<file path="config.mk">
export PLATFORM = sky130hd
export DESIGN_NAME = rpn_stack_calc
export DESIGN_NICKNAME = d
export VERILOG_FILES = /design/src/rtl/rpn_stack_calc.sv
export SDC_FILE = /design/constraint.sdc
export NUM_CORES = 1
export LEC_CHECK = 0
export ABC_CLOCK_PERIOD_IN_PS = 5400
export CELL_PAD_IN_SITES_DETAIL_PLACEMENT = 1
export CELL_PAD_IN_SITES_GLOBAL_PLACEMENT = 1
export CORE_ASPECT_RATIO = 0.6
export CORE_MARGIN = 4
export CORE_UTILIZATION = 47
export DETAILED_ROUTE_END_ITERATION = 8
export HOLD_SLACK_MARGIN = 0.12
export PLACE_DENSITY_LB_ADDON = 0.05
export SLEW_MARGIN = 40
export SYNTH_ARGS = -nofsm -noshare
export SYNTH_HDL_FRONTEND = slang
export SYNTH_SLANG_ARGS = --single-unit
</file>
<file path="constraint.sdc">
create_clock -name clk -period 5.4 [get_ports clk]
set_input_delay 1.08 -clock clk [delete_from_list [all_inputs] [get_ports clk]]
set_output_delay 1.08 -clock clk [all_outputs]
set_load 0.01 [all_outputs]
</file>
<file path="src/rtl/rpn_stack_calc.sv">
// rpn_stack_calc: reverse-Polish calculator controller with a DEPTH-entry operand stack and 4-function ALU.
// Define RPN_UNDO_EN to build the one-level undo (UNDO state plus snapshot registers).
module rpn_stack_calc #(
    parameter int WIDTH = 16,
    parameter int DEPTH = 4
) (
    input  logic                       clk,
    input  logic                       reset,
    input  logic                       enter_pulse,
    input  logic                       op_pulse,
    input  logic                       undo_pulse,
    input  logic [WIDTH-1:0]           operand_in,
    input  logic [1:0]                 opcode_in,
    output logic [WIDTH-1:0]           top,
    output logic [$clog2(DEPTH+1)-1:0] depth,
    output logic [2:0]                 status,
    output logic                       to_display_sel,
    output logic                       error,
    output logic                       push_strobe,
    output logic                       exec_strobe
);

    localparam int DW = $clog2(DEPTH + 1);
    localparam int IW = $clog2(DEPTH);

    localparam logic [2:0] ST_IDLE  = 3'b000;
    localparam logic [2:0] ST_PUSH  = 3'b001;
    localparam logic [2:0] ST_EXEC  = 3'b010;
    localparam logic [2:0] ST_SHOW  = 3'b011;
`ifdef RPN_UNDO_EN
    localparam logic [2:0] ST_UNDO  = 3'b100;
`endif
    localparam logic [2:0] ST_ERROR = 3'b111;

    localparam logic [1:0] OP_ADD = 2'b00;
    localparam logic [1:0] OP_SUB = 2'b01;
    localparam logic [1:0] OP_AND = 2'b10;
    localparam logic [1:0] OP_OR  = 2'b11;

    logic [2:0]       state_q;
    logic [2:0]       state_d;
    logic [DW-1:0]    depth_q;
    logic [WIDTH-1:0] stack_mem [DEPTH];
    logic [WIDTH-1:0] operand_q;
    logic [1:0]       opcode_q;

    logic             accepting;
    logic             stack_full;
    logic             can_exec;
    logic [IW-1:0]    idx_push;
    logic [IW-1:0]    idx_top;
    logic [IW-1:0]    idx_lo;
    logic [WIDTH-1:0] opnd_a;
    logic [WIDTH-1:0] opnd_b;
    logic [WIDTH-1:0] alu_result;

    assign accepting  = (state_q == ST_IDLE) || (state_q == ST_SHOW);
    assign stack_full = (depth_q == DW'(DEPTH));
    assign can_exec   = (depth_q >= DW'(2));

    // Index arithmetic wraps in IW bits; only used when the depth makes it meaningful.
    assign idx_push = depth_q[IW-1:0];
    assign idx_top  = depth_q[IW-1:0] - IW'(1);
    assign idx_lo   = depth_q[IW-1:0] - IW'(2);

`ifdef RPN_UNDO_EN
    logic [DW-1:0]    snap_depth;
    logic [WIDTH-1:0] snap_hi;
    logic [WIDTH-1:0] snap_lo;
    logic             snap_valid;
    logic [IW-1:0]    snap_idx_top;
    logic [IW-1:0]    snap_idx_lo;

    assign snap_idx_top = snap_depth[IW-1:0] - IW'(1);
    assign snap_idx_lo  = snap_depth[IW-1:0] - IW'(2);

    // Snapshot of the two top entries and depth, taken just before each successful commit.
    always_ff @(posedge clk) begin
        if (reset) begin
            snap_depth <= '0;
            snap_hi    <= '0;
            snap_lo    <= '0;
            snap_valid <= 1'b0;
        end else if (((state_q == ST_PUSH) && !stack_full) || (state_q == ST_EXEC)) begin
            snap_depth <= depth_q;
            snap_hi    <= stack_mem[idx_top];
            snap_lo    <= stack_mem[idx_lo];
            snap_valid <= 1'b1;
        end else if (state_q == ST_UNDO) begin
            snap_valid <= 1'b0;
        end
    end
`endif

    always_comb begin
        opnd_a     = stack_mem[idx_lo];
        opnd_b     = stack_mem[idx_top];
        alu_result = '0;
        case (opcode_q)
            OP_ADD:  alu_result = opnd_a + opnd_b;
            OP_SUB:  alu_result = opnd_a - opnd_b;
            OP_AND:  alu_result = opnd_a & opnd_b;
            OP_OR:   alu_result = opnd_a | opnd_b;
            default: alu_result = '0;
        endcase
    end

    // Priority enter > op > undo; pulses are only looked at in IDLE, SHOW and ERROR.
    always_comb begin
        state_d = state_q;
        case (state_q)
            ST_IDLE, ST_SHOW: begin
                if (enter_pulse) begin
                    state_d = ST_PUSH;
                end else if (op_pulse) begin
                    state_d = can_exec ? ST_EXEC : ST_ERROR;
                end
`ifdef RPN_UNDO_EN
                else if (undo_pulse) begin
                    state_d = ST_UNDO;
                end
`endif
            end
            ST_PUSH:  state_d = stack_full ? ST_ERROR : ST_IDLE;
            ST_EXEC:  state_d = ST_SHOW;
            ST_ERROR: begin
                if (enter_pulse || undo_pulse) begin
                    state_d = ST_IDLE;
                end
            end
            default:  state_d = ST_IDLE;
        endcase
    end

    // Operand and opcode are captured alongside the pulse so the commit cycle uses them.
    always_ff @(posedge clk) begin
        if (reset) begin
            state_q   <= ST_IDLE;
            depth_q   <= '0;
            operand_q <= '0;
            opcode_q  <= '0;
            for (int i = 0; i < DEPTH; i++) begin
                stack_mem[i] <= '0;
            end
        end else begin
            state_q <= state_d;
            if (accepting) begin
                operand_q <= operand_in;
                opcode_q  <= opcode_in;
            end
            case (state_q)
                ST_PUSH: begin
                    if (!stack_full) begin
                        stack_mem[idx_push] <= operand_q;
                        depth_q             <= depth_q + DW'(1);
                    end
                end
                ST_EXEC: begin
                    stack_mem[idx_lo] <= alu_result;
                    depth_q           <= depth_q - DW'(1);
                end
`ifdef RPN_UNDO_EN
                ST_UNDO: begin
                    if (snap_valid) begin
                        depth_q <= snap_depth;
                        if (snap_depth >= DW'(1)) begin
                            stack_mem[snap_idx_top] <= snap_hi;
                        end
                        if (snap_depth >= DW'(2)) begin
                            stack_mem[snap_idx_lo] <= snap_lo;
                        end
                    end
                end
`endif
                default: ;
            endcase
        end
    end

    assign depth          = depth_q;
    assign top            = (depth_q == '0) ? '0 : stack_mem[idx_top];
    assign status         = state_q;
    assign to_display_sel = !((state_q == ST_SHOW) || (state_q == ST_ERROR));
    assign error          = (state_q == ST_ERROR);
    assign push_strobe    = (state_q == ST_PUSH);
    assign exec_strobe    = (state_q == ST_EXEC);

endmodule

</file>
==> flow_summary_export.csv <==
group,metric,value,unit
outcome,status,"completed",
cts,cts_tree,"built",
logic_synthesis,ys_warn_count,0,
finish,drive_gt1_frac,0.129,
cts,holdBufCountCts,0,
logic_synthesis,synth_top_family_by_area,"simple AND/OR/NAND/NOR gates",
placed_design,gp_congestion,0.836,
routing,routed_via_density,5.93,
worst_hold_path,min_path_cells,2,
sta,setup_viol,0,
finish,nets,635,
logic_synthesis,async_flop_share,0,
grt,grt_use_met1,0.394,
sta,tightest_slew,849,ps
floorplan,start_util,0.482,
critical_path,crit_path_end_kind,"flip-flop",
routing,wl_per_cell,22.6,um
cts,clockRootBuffer,"clkbuf_16",
floorplan,rows,31,
placed_design,io_buffers,48,
grt,overflow,0,
routing,ant_nets,0,
worst_hold_path,hold_start,"operand_q[9]$_SDFFE_PP0P_",
logic_synthesis,synth_top_area_cell,"edfxtp_1",
cts,clockBufferDepth,2,
cts,clock_sinks,88,
routing,num_vias,4511,
logic_synthesis,synth_ff_type,"edfxtp_1",
floorplan,io_pins,49,
worst_hold_path,hp-class,"reg -> reg",
grt,gr-usage-met3,0.0419,
logic_synthesis,synthSimpleGateAreaFrac,0.169,
critical_path,cp_max_fo,23,
logic_synthesis,synth_seq_area_share,0.412,
placed_design,place_hpwl,13.0,mm
critical_path,cp-startpoint,"depth[0]$_SDFFE_PP0P_",
sta,max_freq,201,MHz
critical_path,critPathSlowestCell,"mux4_1",
critical_path,cp.required,5460,ps
cts,cts_made_buffers,9,
floorplan,dieArea,14300,um2
sta,period_needed,4960,ps
sta,tns,0,ps
logic_synthesis,synth_edf_count,64,
logic_synthesis,netlist_area,5830,um2
critical_path,r2r_cells,15,
grt,grt_pass1_wl,26.3,mm
critical_path,worstPathArrival,5020,ps
routing,firstDrtPassIters,5,
critical_path,critPathKind,"reg -> reg",
grt,antenna_found_initial,0,
critical_path,crit_family,"compound AO/OA/AOI/OAI gates",
logic_synthesis,synth_compound_area_frac,0.113,
logic_synthesis,synth_area_leaders,"edfxtp_1 (33%), mux4_2 (9.3%), dfxtp_1 (8.2%), nor2_1 (4.6%), ha_1 (4.1%)",
critical_path,path_cells,"buf_4 -> mux4_1 -> nor4_4 -> nor2b_1 -> a21oi_1 -> xnor2_1 -> ha_1 -> nand2_1 -> nor2_1 -> a221o_1 -> or3_1 -> o22ai_1 -> xnor2_1 -> a222oi_1 -> nor2_1",
logic_synthesis,synth_cell_type_count,61,
logic_synthesis,synthAdderAreaFrac,0.0700,
cts,cts_resized,0,
grt,grt_max_degree,34,
sta,fin_crit_sh,0.919,
cts,postCtsSetupBuffers,0,
sta,slew_viol_final,0,
finish,diodes,0,
critical_path,timing.rr.end,"stack_mem[0][11]$_SDFFCE_PN0P_",
routing,drc_errors,0,
routing,first_iter_violations,455,
logic_synthesis,syn_area_per_cell,10.7,um2
critical_path,cp_slowest_stage_delay,790,ps
floorplan,die_y,94.3,um
routing,wirelength,17.2,mm
floorplan,core-area,12100,um2
grt,use_met2,0.365,
logic_synthesis,synth_fp_nets,590,
job,cap_viol_max_count,0,
grt,grt.total_usage,0.249,
grt,grt_pass1_vias,4423,
cts,h-tree-depth,3,
critical_path,timing.rr.start,"depth[0]$_SDFFE_PP0P_",
sta,relSlewSlack,0.434,
cts,clk_pin_slew,80,ps
grt,gr-max-usage-layer,"met1",
finish,areaGrowthSynthToFinish,14.7,%
sta,rsz0062_at_grt,"false",
logic_synthesis,yosysTopAreaCellShare,0.330,
logic_synthesis,synth.area.mux_share,0.138,
floorplan,die_x,152,um
sta,hold_viol,0,
sta,clock_skew,12.5,ps
critical_path,critPathLaunchType,"flip-flop",
logic_synthesis,ys_ff_latch,88,
logic_synthesis,syn_inst,546,
logic_synthesis,synth_xor_area_frac,0.0343,
cts,clkLatencyLatePin,350,ps
worst_hold_path,hold_end,"operand_q[9]$_SDFFE_PP0P_",
critical_path,critPathBufInv,1,
critical_path,reg2reg_slack,440,ps
[per-layer routing]
metal,share of wire,vias to the layer above
met5,0,-
li1,-,2089
met2,0.43,178
met3,0.077,12
met1,0.49,2232
met4,0.0054,0
[cell usage after synthesis (12+ instances only)]
master	instances
nand2b_1	13
dfxtp_1	24
xnor2_1	14
a21oi_1	39
nor2_1	72
maj3_1	13
inv_1	28
mux4_2	24
edfxtp_1	64
ha_1	19
o21ai_0	20
nand2_1	56
buf_6	12
and2_1	18
[cell usage in the layout (no fill, tap or decap), types with 19 or more instances in the layout]
cell             synthesis  layout
mux4_2                  24      24
inv_1                   28      28
nor2_1                  72      72
o21ai_0                 20      20
ha_1                    19      19
clkdlybuf4s50_1          0      48
a21oi_1                 39      39
nand2_1                 56      56
edfxtp_1                64      64
dfxtp_1                 24      23
[how the worst max path moves through the flow]
stage	end	slack (ps)	cells past startpoint
2_1_floorplan	stack_mem[0][11]$_SDFFCE_PN0P_	590	21
3_3_place_gp	stack_mem[1][11]$_SDFFCE_PN0P_	780	15
3_5_place_dp	stack_mem[0][11]$_SDFFCE_PN0P_	550	15
4_1_cts	stack_mem[0][11]$_SDFFCE_PN0P_	500	15
5_1_grt	stack_mem[1][11]$_SDFFCE_PN0P_	100	15
6_report	stack_mem[0][11]$_SDFFCE_PN0P_	440	15
[kinds of logic after synthesis]
family / after synthesis
muxes: 37
buffers and inverters: 57
adders and majority gates: 34
AOI/OAI and AO/OA: 105
DFF: 88
and+or+nand+nor: 203
xor gates and xnor gates: 22
[state kept, by name (all words and copies together), names as in the netlist]
register	cells
status	3
opcode_q	2
operand_q	16
stack_mem	64
depth	3
[tightest hold or removal path, cell delays in order (launching register included)]
cell,delay (ps)
dfxtp_1,320
nand2_1,50
a21oi_1,50
[through the flow]
step	hold slack, ps	setup slack, ps	cells	area [um2]	utilization
CTS	470	505	761	6680	0.552
finish	471	436	761	6680	0.552
global route	503	96.7	761	6680	0.552
floorplan	436	589	546	5830	-
global placement	450	783	745	6370	0.526
detailed placement	454	545	745	6380	0.528
[final cells by class]
type / count / area [um2]
inverters: 28 / 105
clock buffers: 9 / 225
flip-flops and latches: 88 / 2400
fillers: 1327 / 5420
well taps: 165 / 206
clock inverters: 7 / 70.1
repair buffers: 63 / 593
multi-input cells: 401 / 3080
Power is not shown: default switching activity piles up to over one toggle a cycle in this logic, so the estimate is an artifact.
